==> src/rtl/int_fp_div.sv <==
// int_fp_div: iterative radix-2 restoring divider.
//   mode=1: FP16 quotient a/b (flush-to-zero, truncating, saturating to inf).
//   mode=0: unsigned INT_W-bit quotient in c[7:0] and remainder in c[15:8].
// Ports:
//   clk, rst         clock (rising edge) and asynchronous active-low reset
//   mode             1 = FP16, 0 = unsigned integer; sampled at input handshake
//   in_valid/ready   operand handshake; in_ready high only while idle
//   a, b             dividend / divisor
//   out_valid/ready  result handshake; result held until out_ready
//   c                registered result
//   div_zero         divisor was zero; meaningful only while out_valid=1
module int_fp_div #(
    parameter int unsigned EXP_BIAS = 15,
    parameter int unsigned INT_W    = 8
) (
    input  logic        clk,
    input  logic        rst,
    input  logic        mode,
    input  logic        in_valid,
    output logic        in_ready,
    input  logic [15:0] a,
    input  logic [15:0] b,
    output logic        out_valid,
    input  logic        out_ready,
    output logic [15:0] c,
    output logic        div_zero
);

    localparam int unsigned QW      = 12;  // FP quotient width {1,mant,guard}
    localparam int unsigned DW      = 11;  // divisor / partial remainder width
    localparam int unsigned CW      = 4;   // iteration counter width
    localparam int unsigned EW      = 8;   // signed exponent working width
    localparam int unsigned ITER_FP = 12;

    localparam logic signed [EW-1:0] E_MAX  = EW'(31);
    localparam logic signed [EW-1:0] E_ZERO = '0;

    typedef enum logic [1:0] {
        IDLE = 2'd0,
        CALC = 2'd1,
        PACK = 2'd2,
        DONE = 2'd3
    } state_t;

    state_t state, state_n;

    // Registered outputs and their next values
    logic        in_ready_n;
    logic        out_valid_n;
    logic [15:0] c_n;
    logic        div_zero_n;

    // Divider datapath
    logic [DW-1:0] rem, rem_n;      // partial remainder
    logic [DW-1:0] dsr, dsr_n;      // divisor
    logic [QW-1:0] dvd, dvd_n;      // dividend bits still to shift in, MSB first
    logic [QW-1:0] quo, quo_n;      // quotient bits shifted in LSB first
    logic [CW-1:0] cnt, cnt_n;

    // Latched operand fields used when packing the result
    logic             mode_q, mode_qn;
    logic             sign_q, sign_qn;
    logic [4:0]       ea_q, ea_qn;
    logic [4:0]       eb_q, eb_qn;
    logic [INT_W-1:0] a_lo_q, a_lo_qn;
    logic             bzero_q, bzero_qn;   // divisor zero (FP exp==0 or int==0)
    logic             azero_q, azero_qn;   // FP dividend zero

    // Combinational helpers
    logic                 a_exp_zero_c;
    logic                 b_exp_zero_c;
    logic                 b_int_zero_c;
    logic [QW-1:0]        sh_c;
    logic signed [EW-1:0] e_c;
    logic [9:0]           mant_c;

    // State and datapath registers
    always_ff @(posedge clk or negedge rst) begin
        if (!rst) begin
            state     <= IDLE;
            in_ready  <= 1'b1;
            out_valid <= 1'b0;
            c         <= '0;
            div_zero  <= 1'b0;
            rem       <= '0;
            dsr       <= '0;
            dvd       <= '0;
            quo       <= '0;
            cnt       <= '0;
            mode_q    <= 1'b0;
            sign_q    <= 1'b0;
            ea_q      <= '0;
            eb_q      <= '0;
            a_lo_q    <= '0;
            bzero_q   <= 1'b0;
            azero_q   <= 1'b0;
        end else begin
            state     <= state_n;
            in_ready  <= in_ready_n;
            out_valid <= out_valid_n;
            c         <= c_n;
            div_zero  <= div_zero_n;
            rem       <= rem_n;
            dsr       <= dsr_n;
            dvd       <= dvd_n;
            quo       <= quo_n;
            cnt       <= cnt_n;
            mode_q    <= mode_qn;
            sign_q    <= sign_qn;
            ea_q      <= ea_qn;
            eb_q      <= eb_qn;
            a_lo_q    <= a_lo_qn;
            bzero_q   <= bzero_qn;
            azero_q   <= azero_qn;
        end
    end

    // Next-state, datapath and output logic
    always_comb begin
        state_n    = state;
        c_n        = c;
        div_zero_n = div_zero;
        rem_n      = rem;
        dsr_n      = dsr;
        dvd_n      = dvd;
        quo_n      = quo;
        cnt_n      = cnt;
        mode_qn    = mode_q;
        sign_qn    = sign_q;
        ea_qn      = ea_q;
        eb_qn      = eb_q;
        a_lo_qn    = a_lo_q;
        bzero_qn   = bzero_q;
        azero_qn   = azero_q;

        a_exp_zero_c = (a[14:10] == 5'd0);
        b_exp_zero_c = (b[14:10] == 5'd0);
        b_int_zero_c = (b[INT_W-1:0] == '0);
        sh_c         = {rem, dvd[QW-1]};
        e_c          = EW'(ea_q) - EW'(eb_q) + EW'(EXP_BIAS) - EW'(!quo[QW-1]);
        mant_c       = quo[QW-1] ? quo[10:1] : quo[9:0];

        case (state)
            IDLE: begin
                if (in_valid) begin
                    mode_qn  = mode;
                    sign_qn  = a[15] ^ b[15];
                    ea_qn    = a[14:10];
                    eb_qn    = b[14:10];
                    a_lo_qn  = a[INT_W-1:0];
                    bzero_qn = mode ? b_exp_zero_c : b_int_zero_c;
                    azero_qn = mode & a_exp_zero_c;
                    quo_n    = '0;
                    if (mode) begin
                        // Numerator {1,ma}<<11: top 10 bits seed the remainder
                        // (quotient fits 12 bits), remaining 12 bits shift in.
                        rem_n = DW'({1'b1, a[9:1]});
                        dvd_n = {a[0], 11'b0};
                        dsr_n = {1'b1, b[9:0]};
                        cnt_n = CW'(ITER_FP);
                    end else begin
                        rem_n = '0;
                        dvd_n = {a[INT_W-1:0], {(QW-INT_W){1'b0}}};
                        dsr_n = DW'(b[INT_W-1:0]);
                        cnt_n = CW'(INT_W);
                    end
                    if (mode ? (a_exp_zero_c | b_exp_zero_c) : b_int_zero_c) begin
                        state_n = PACK;
                    end else begin
                        state_n = CALC;
                    end
                end
            end

            CALC: begin
                // One restoring step: trial subtract, keep if non-negative
                if (sh_c >= {1'b0, dsr}) begin
                    rem_n = DW'(sh_c - {1'b0, dsr});
                    quo_n = {quo[QW-2:0], 1'b1};
                end else begin
                    rem_n = sh_c[DW-1:0];
                    quo_n = {quo[QW-2:0], 1'b0};
                end
                dvd_n = {dvd[QW-2:0], 1'b0};
                cnt_n = cnt - CW'(1);
                if (cnt == CW'(1)) begin
                    state_n = PACK;
                end
            end

            PACK: begin
                div_zero_n = bzero_q;
                if (!mode_q) begin
                    if (bzero_q) begin
                        c_n = {8'(a_lo_q), 8'({INT_W{1'b1}})};
                    end else begin
                        c_n = {8'(rem[INT_W-1:0]), 8'(quo[INT_W-1:0])};
                    end
                end else if (bzero_q) begin
                    c_n = {sign_q, 5'h1F, 10'h0};
                end else if (azero_q) begin
                    c_n = {sign_q, 15'h0};
                end else if (e_c >= E_MAX) begin
                    c_n = {sign_q, 5'h1F, 10'h0};
                end else if (e_c <= E_ZERO) begin
                    c_n = {sign_q, 15'h0};
                end else begin
                    c_n = {sign_q, e_c[4:0], mant_c};
                end
                state_n = DONE;
            end

            DONE: begin
                if (out_ready) begin
                    div_zero_n = 1'b0;
                    state_n    = IDLE;
                end
            end

            default: begin
                state_n = IDLE;
            end
        endcase

        in_ready_n  = (state_n == IDLE);
        out_valid_n = (state_n == DONE);
    end

endmodule
==> config.mk <==
export PLATFORM = sky130hd
export DESIGN_NAME = int_fp_div
export DESIGN_NICKNAME = d
export VERILOG_FILES = /design/src/rtl/int_fp_div.sv
export SDC_FILE = /design/constraint.sdc
export NUM_CORES = 1
export LEC_CHECK = 0
export CAP_MARGIN = 20
export CORE_MARGIN = 4
export CORE_UTILIZATION = 61
export CTS_CLUSTER_DIAMETER = 30
export DETAILED_ROUTE_END_ITERATION = 7
export GPL_TIMING_DRIVEN = 0
export PLACE_DENSITY = 0.81
export SYNTH_ARGS = -nofsm -noshare
export SYNTH_HDL_FRONTEND = slang
export SYNTH_SLANG_ARGS = --single-unit
==> constraint.sdc <==
create_clock -name clk -period 5.2 [get_ports clk]
set_input_delay 1.04 -clock clk [delete_from_list [all_inputs] [get_ports clk]]
set_output_delay 1.04 -clock clk [all_outputs]
set_load 0.01 [all_outputs]
Word-level counts from Yosys, hierarchy flattened
Cells that the tools add are included.
{ "word_totals": {"output_inout_bits": 19, "regBits": 93, "word_cells": 76, "input_bits": 37} }
{ "classes": {"add_sub_neg": 5, "n_mux": 30, "n_eq_ne": 7, "n_bitwise": 3, "n_reduce_logical": 11, "magnitude_cmp": 3} }
{ "op_table": {"columns": ["operator", "count"], "rows": [
  ["15-bit 2-to-1 mux", 4],
  ["12-bit one-hot mux with 2 select lines", 2],
  ["12-bit 2-to-1 mux", 3],
  ["11-bit 2-to-1 mux", 3],
  ["16-bit 2-to-1 mux", 2],
  ["11-bit one-hot mux with 2 select lines", 1],
  ["10-bit 2-to-1 mux", 2],
  ["12-bit by 11-bit greater-or-equal comparator with 1-bit output", 1],
  ["11-bit subtractor", 1],
  ["5-bit zero test", 2],
  ["8-bit by 6-bit greater-or-equal comparator with 1-bit output (second input constant)", 1],
  ["8-bit by 1-bit <= comparator with 1-bit output (second input constant)", 1],
  ["8-bit zero test", 1],
  ["2-bit 2-to-1 mux", 4],
  ["2-bit one-hot mux with 4 select lines", 1],
  ["4-bit one-hot mux with 2 select lines", 1],
  ["7-bit by 2-bit subtractor with 8-bit output", 1],
  ["6-bit by 5-bit adder with 7-bit output (second input constant)", 1],
  ["2-bit equality test (second input constant)", 3],
  ["2-bit AND reduction", 3],
  ["5-bit by 5-bit subtractor with 6-bit output", 1],
  ["4-bit by 1-bit equality test with 1-bit output (second input constant)", 1],
  ["2-bit zero test", 2],
  ["1-bit 2-to-1 mux", 4],
  ["11 further kinds", 13]
]} }

Longest topological paths before layout
Gate-level depths: netlist (run 1).
{ "depth": {"ltp_word": 9, "depth_mapped": 14, "ltp_nobuf": 13} }

Worst setup path after synthesis (run 1)
Ideal clock, no wire load.
{ "synth_timing": {"path_type": "reg-to-reg", "start": "reg eb_q[0]", "end": "reg c[12]", "t_required_ns": 5.135, "n_path_buf": 1, "setup_ns": 0.065, "path_stages_with_launch": 13, "path_slack_ns": 2.163, "arrival_ns": 2.972, "synth_period_minus_slack_ns": 3.037, "cell_sequence": "dfrtp_1 -> ha_1 -> fa_1 -> ha_1 -> inv_1 -> fa_1 -> clkbuf_1 -> nand3b_1 -> o31ai_1 -> mux2i_1 -> a22o_4 -> a2111oi_2 -> o22a_1"} }
{ "synth_between": {"elab_chain_len": 9, "elab_cells_between_ends": 10, "cone_classes": "add/sub: 3; order compare: 2; mux: 5"} }
{ "synth_rtl": {"columns": ["element", "line_no", "text"], "rows": [
  ["start: declaration", "64", "logic [4:0] eb_q, eb_qn;"],
  ["start signal: assignment", "111", "eb_q <= eb_qn;"],
  ["5-bit by 5-bit subtractor with 6-bit output *", "140", "e_c = EW'(ea_q) - EW'(eb_q) + EW'(EXP_BIAS) - EW'(!quo[QW-1]);"],
  ["6-bit by 5-bit adder with 7-bit output *", "140", null],
  ["7-bit by 2-bit subtractor with 8-bit output *", "140", null],
  ["8-bit by 1-bit <= comparator with 1-bit output", "205", "end else if (e_c <= E_ZERO) begin"],
  ["15-bit 2-to-1 mux", "205", null],
  ["15-bit 2-to-1 mux *", "203", "end else if (e_c >= E_MAX) begin"],
  ["15-bit 2-to-1 mux *", "201", "end else if (azero_q) begin"],
  ["15-bit 2-to-1 mux *", "199", "end else if (bzero_q) begin"],
  ["16-bit 2-to-1 mux *", "193", "if (!mode_q) begin"],
  ["end signal: assignment", "101", "c <= c_n;"],
  ["end: declaration", "25", "output logic [15:0] c,"]
]} }
Every way passes the cells marked *; elsewhere a longest branch is shown, timed or not.
A chain may end at the register's enable or synchronous reset.

Worst setup path in the final report (run 1)
{ "layout_timing": {"start": "reg ea_q[0]", "end": "reg c[5]"} }
{ "layout_between": {"elab_chain_len": 9, "elab_cells_between_ends": 10, "cone_classes": "add/sub: 3; order compare: 2; mux: 5"} }
{ "layout_rtl": {"columns": ["element", "line_no", "text"], "rows": [
  ["start: declaration", "63", "logic [4:0] ea_q, ea_qn;"],
  ["start signal: assignment", "110", "ea_q <= ea_qn;"],
  ["5-bit by 5-bit subtractor with 6-bit output *", "140", null],
  ["6-bit by 5-bit adder with 7-bit output *", "140", null],
  ["7-bit by 2-bit subtractor with 8-bit output *", "140", null],
  ["8-bit by 1-bit <= comparator with 1-bit output", "205", null],
  ["15-bit 2-to-1 mux", "205", null],
  ["15-bit 2-to-1 mux *", "203", null],
  ["15-bit 2-to-1 mux *", "201", null],
  ["15-bit 2-to-1 mux *", "199", null],
  ["16-bit 2-to-1 mux *", "193", null]
]} }
Marks and branches as above.

==> impl_metrics.py, run 1 <==
metrics = {
    "global_route": {
        "grt_use_met2_pct": 46.8,
        "grtUsageMet3_pct": 4.52,
        "first_global_vias": 4489,
        "grt-busiest-layer": "met2",
        "grt_use_met1_pct": 37.7,
        "global_route.usage.total_pct": 28.1,
        "grt_antenna_before_repair": 0,
        "grt_max_degree": 49,
        "grt_first_pass_wirelength_um": 22300,
        "grt.overflow.total": 0,
    },
    "worst_setup_path": {
        "start_kind": "flop",
        "cpPeakStageDelay_ns": 0.43,
        "startpoint": "ea_q[0]",
        "path_common_cell": "ha_1",
        "critical_path_class": "reg2reg",
        "worst_r2r_startpoint": "ea_q[0]",
        "cp.arrival_ns": 3.70,
        "critPathSlowestCell": "fa_1",
        "cp_cell_sequence": "inv_1, ha_1, fa_1, xnor2_2, inv_2, ha_1, a21oi_1, xnor2_1, mux2i_1, o211ai_2, o31ai_1",
        "crit_family": "compound AO/OA/AOI/OAI gates",
        "critical_path.max_fanout": 10,
        "reg2reg_depth": 11,
        "worstPathBufferInverterCount": 2,
        "endpoint_kind": "flop",
        "required_ns": 5.49,
        "crit_cells": 11,
    },
    "clock_network": {
        "postCtsSetupBuffers": 0,
        "clkTransAtPathRegs_ns": 0.11,
        "cts_hold_buf": 0,
        "root_buffer": "clkbuf_8",
        "clk_latency_ns": 0.38,
        "clock-sinks": 88,
        "numCtsBuffers": 9,
        "cts_buffer_depth": 2,
        "cts.htree.levels": 3,
        "cts-resized-gates": 0,
        "cts_tree": "done",
    },
    "yosys": {
        "syn_inst": 582,
        "synth-seq-area-share_pct": 42.8,
        "synth_xor_area_share_pct": 2.86,
        "async_flop_share_pct": 100,
        "ys_warn_count": 0,
        "ys_seq_elements": 88,
        "synth_top_family_by_area": "simple AND/OR/NAND/NOR gates",
        "synth_compound_area_share_pct": 19.2,
        "synth_simple_gate_area_share_pct": 20.3,
        "synth_nets": 644,
        "synth_fa_ha_area_share_pct": 6.51,
        "syn_area_um2": 5150,
        "synth_edf_count": 0,
        "synth_cell_types": 64,
        "syn_area_per_cell_um2": 8.86,
        "muxShareOfSynthArea_pct": 4.10,
        "synth_ff_type": "dfrtp_1",
    },
    "finish": {
        "final_common_cell": "nand2_1",
        "drive_gt1_share_pct": 5.82,
        "final_cell_mix": "nand2_1, dfrtp_1, clkdlybuf4s50_1",
        "syn2layout_area_growth_pct": 17.2,
        "utilization_pct": 73.5,
        "antennaDiodeCount": 0,
        "layout.nets": 710,
    },
    "detailed_routing": {
        "drt-vias-per-instance": 6.18,
        "drtIter0Drc": 271,
        "wl_per_cell_um": 17.7,
        "drtPass1Iterations": 4,
        "route.detailed.drc": 0,
        "wl_um": 13400,
        "vias": 4684,
        "drtAntennaViolNets": 0,
    },
    "sta": {
        "period_needed_ns": 3.40,
        "hold_violations": 0,
        "slew-limit-headroom_pct": 53.8,
        "grt_setup_unrepaired": "false",
        "fin_worst_skew_ns": 0.0221,
        "final_max_slew_viol_count": 0,
        "timing.final.ws_setup_ns": 1.80,
        "final.setup.tns_ns": 0,
        "fmax_ghz": 0.294,
        "worst_pin_slew_ns": 0.694,
        "timing.final.crit_share_pct": 65.5,
        "setup_viol_count_final": 0,
    },
    "placed_design": {
        "globalplace.congestion": 0.894,
        "io_buffers": 54,
        "pre_cts_slack_ns": 1.79,
        "hpwl_um": 10100,
    },
    "floorplan": {
        "fp.dieH_um": 99.9,
        "die_area_um2": 9980,
        "floorplan.initialDensity_pct": 62.7,
        "ios": 56,
        "rows": 33,
        "die_width_um": 99.9,
        "core_area_um2": 8220,
    },
    "run": {
        "drv_cap": 0,
    },
    "hold_path": {
        "hold_class": "reg2reg",
        "worstHoldPathCells": 2,
        "hp-start": "dvd[4]",
    },
    "status": {
        "status": "finished clean",
    },
}
## cell type report
type | count | area, um2
inverters | 30 | 113
plain buffers | 29 | 110
clock buffers | 9 | 124
fillers | 654 | 2170
multi-input cells | 435 | 2730
well taps | 105 | 131
flip-flops and latches | 88 | 2200
repair buffers | 55 | 566
clock inverters | 7 | 67.6
## cell usage after synthesis, types with 3 or more instances
library cell / count / area (um2)
o21ai_0: 45 / 225
nor2_1: 33 / 124
nor3b_1: 6 / 45.0
nor3_1: 17 / 85.1
nand2_1: 108 / 405
dfrtp_1: 87 / 2180
and3_1: 9 / 56.3
o22ai_1: 4 / 25.0
o22a_1: 4 / 35.0
clkbuf_1: 23 / 86.3
buf_1: 5 / 18.8
nand3_1: 22 / 110
or3_1: 3 / 18.8
o31ai_1: 14 / 105
nor4_1: 4 / 25.0
nand4_1: 3 / 18.8
ha_1: 22 / 275
xor2_1: 4 / 35.0
a21oi_1: 36 / 180
fa_1: 3 / 60.1
a21o_1: 4 / 30.0
inv_1: 28 / 105
a31oi_1: 4 / 25.0
a22oi_1: 6 / 45.0
nor2b_1: 4 / 25.0
o21ai_1: 3 / 15.0
xnor2_1: 6 / 52.6
mux2i_1: 20 / 200
a211oi_1: 8 / 60.1
nand2b_1: 7 / 43.8
## sequential cells by signal (all words and copies together), names as in the netlist, 4 cells and up
name / count
a_lo_q: 8
c: 16
cnt: 4
dsr: 11
dvd: 8
ea_q: 5
eb_q: 5
quo: 12
rem: 11
## worst paths after layout
path | slack [ns] | end
min | 0.48 | dvd[5]
min in group asynchronous | 0.63 | c[2]
max reg2reg | 1.80 | c[5]
max in group asynchronous | 3.90 | in_ready
min reg2reg | 0.48 | dvd[5]
max | 1.80 | c[5]
## per-stage QoR
stage / cell area, um2 / hold WS, ns / instances
floorplan: 5150 / 0.438 / 582
global placement: 5830 / 0.449 / 741
detailed placement: 5850 / 0.456 / 742
CTS: 6040 / 0.485 / 758
global route: 6040 / 0.512 / 758
finish: 6040 / 0.480 / 758
## worst min-delay path: cells and delay by family (launching register included)
family,cells,cell delay [ns]
flip-flops,1,0.36
AND/OR/NAND/NOR,2,0.11
## logic make-up after synthesis
kind of cell,after synthesis
and+or+nand+nor,225
AOI/OAI and AO/OA,151
DFF,88
buffers and inverters,59
adders and majority gates,25
muxes,21
xor gates and xnor gates,13
## per-layer routing
| metal | part of all wire (%) | routed length, um |
|---|---|---|
| met5 | 0 | 0 |
| met4 | 2.0 | 269 |
| met3 | 6.2 | 830 |
| met2 | 50 | 6700 |
| met1 | 42 | 5630 |
Power of run 1 is left out: the tool's default activity adds up to more than one toggle a clock period on the data nets, which glitch-free logic cannot reach.
==> run 2: changes to the inputs <==
CORE_UTILIZATION = 57   (was 61)
PLACE_DENSITY = 0.76   (was 0.81)
clock period = 3.2 ns   (was 5.2 ns; I/O delays follow)
==> run 2 against run 1 <==
The flow now finishes with violations (setup timing). Utilization shrank 0.45 points. Global-route usage shrank 1.9 points. Cell count grew 2.2%. Critical path depth shrank 1. Sequential share of layout area shrank 2.1 points. Non-clock buffer count grew 12. Clock skew shrank 0.0077 ns.
==> impl_metrics.py, run 2 (synthesis gave the netlist of run 1 again) <==
metrics = {
    "status": {
        "status": "finished with violations",
        "violations": "setup timing",
    },
    "floorplan": {
        "rows": 34,
        "die_width_um": 103,
        "ios": 56,
        "core_area_um2": 8760,
        "die_area_um2": 10600,
        "floorplan.initialDensity_pct": 58.8,
        "fp.dieH_um": 103,
    },
    "worst_setup_path": {
        "worstPathBufferInverterCount": 1,
        "crit_family": "adder cells",
        "reg2reg_slack_ns": -0.03,
        "critical_path_class": "reg2reg",
        "startpoint": "eb_q[0]",
        "start_kind": "flop",
        "critPathSlowestCell": "fa_2",
        "required_ns": 3.49,
        "worst_r2r_startpoint": "eb_q[0]",
        "cp_cell_sequence": "ha_2, fa_2, ha_4, inv_1, fa_2, and3_1, and3_1, o21ai_4, nand4b_4, o31ai_4",
        "cp.arrival_ns": 3.52,
        "critical_path.max_fanout": 5,
        "cpPeakStageDelay_ns": 0.62,
        "endpoint_kind": "flop",
    },
    "finish": {
        "final_cell_mix": "nand2_1, dfrtp_1, clkdlybuf4s50_1",
        "num-fill-cells": 665,
        "utilization_pct": 73.1,
        "fin_area_um2": 6400,
        "largest-register": "c",
        "antennaDiodeCount": 0,
        "reg_top3": "c x16, quo x12",
        "drive_gt1_share_pct": 11.1,
        "largest_reg_flops": 16,
        "layout.nets": 724,
        "final_common_cell": "nand2_1",
        "syn2layout_area_growth_pct": 24.3,
    },
    "detailed_routing": {
        "drtIter0Drc": 298,
        "drtAntennaViolNets": 0,
        "vias": 4719,
        "wl_um": 13900,
        "wl_per_cell_um": 17.9,
        "route.detailed.drc": 0,
        "drt-vias-per-instance": 6.09,
        "drtPass1Iterations": 5,
    },
    "global_route": {
        "grt.overflow.total": 0,
        "grt_antenna_before_repair": 0,
        "grt_max_degree": 46,
        "first_global_vias": 4398,
        "grt_first_pass_wirelength_um": 21500,
        "global_route.usage.total_pct": 26.2,
    },
    "clock_network": {
        "numCtsBuffers": 9,
        "clock-sinks": 88,
        "cts.htree.levels": 3,
        "clk_latency_ns": 0.37,
        "clkTransAtPathRegs_ns": 0.11,
        "cts_tree": "done",
        "root_buffer": "clkbuf_8",
        "cts_buffer_depth": 2,
    },
    "placed_design": {
        "globalplace.congestion": 0.897,
        "hpwl_um": 9730,
        "pre_cts_slack_ns": -0.207,
        "io_buffers": 54,
        "dpl_cell_area_um2": 5850,
    },
    "sta": {
        "slew-limit-headroom_pct": 54.9,
        "grt_setup_unrepaired": "true",
        "timing.final.ws_setup_ns": -0.0305,
        "fmax_ghz": 0.310,
        "timing.final.crit_share_pct": 101,
        "fin_worst_skew_ns": 0.0144,
        "hold_violations": 0,
        "setup_viol_count_final": 3,
        "period_needed_ns": 3.23,
        "worst_pin_slew_ns": 0.677,
        "final_max_slew_viol_count": 0,
        "holdWs_ns": 0.278,
    },
    "run": {
        "drv_cap": 0,
    },
    "hold_path": {
        "hold_class": "in2async",
    },
}
==> run 2: changes by cell type in the layout (fill, tap and decap cells not counted), sizes merged <==
cell    previous run  this run
clkbuf            32        31
o211ai             3         4
buf                8        21
nand4b             1         2
==> run 2: routing by layer <==
metal,wire length (um),GRT usage [%]
met5,0,0
met4,490,11.0
met3,913,3.65
met2,6800,43.3
met1,5680,34.8
==> run 2: repair_timing <==
| action | 4_1_cts | 5_1_grt |
|---|---|---|
| pin swaps | 0 | 20 |
| setup buffers | 2 | 11 |
| endpoints found under the setup margin | 13 | 13 |
| resized for setup | 8 | 30 |
| hold endpoints to repair | 0 | 0 |
| gates cloned | 1 | 1 |
| hold buffers | 0 | 0 |
==> run 2: final timing paths <==
check / to / cells past startpoint
max: c[6] / 10
min: ea_q[0] / 1
max reg2reg: c[6] / 10
min reg2reg: dvd[5] / 2
max in group asynchronous: dvd[4] / 2
min in group clk: dvd[5] / 2
==> run 2: through the flow <==
step / instances / setup TNS [ns]
2_1_floorplan: 582 / 0
3_3_place_gp: 744 / -154.68
3_5_place_dp: 745 / -1.71
4_1_cts: 763 / 0
5_1_grt: 775 / -0.677
6_report: 775 / -0.0435
==> run 2: cell type report <==
| class | count | area [um2] | area share [%] |
|---|---|---|---|
| Tap cell | 108 | 135 | 2.11 |
| Clock buffer | 9 | 124 | 1.93 |
| Clock inverter | 7 | 70.1 | 1.09 |
| Multi-Input combinational cell | 437 | 2990 | 46.6 |
| Timing Repair Buffer | 68 | 667 | 10.4 |
| Buffer | 28 | 106 | 1.66 |
| Sequential cell | 88 | 2200 | 34.4 |
| Inverter | 30 | 113 | 1.76 |
Power of run 2 is left out for the same reason.
==> run 3: changes to the inputs <==
ABC_CLOCK_PERIOD_IN_PS = 3200   (was default)
CAP_MARGIN = default   (was 20)
==> results of run 3 <==
No change in the layout: final DEF, timing and power equal those of run 2.
Power of run 3 is left out for the same reason.
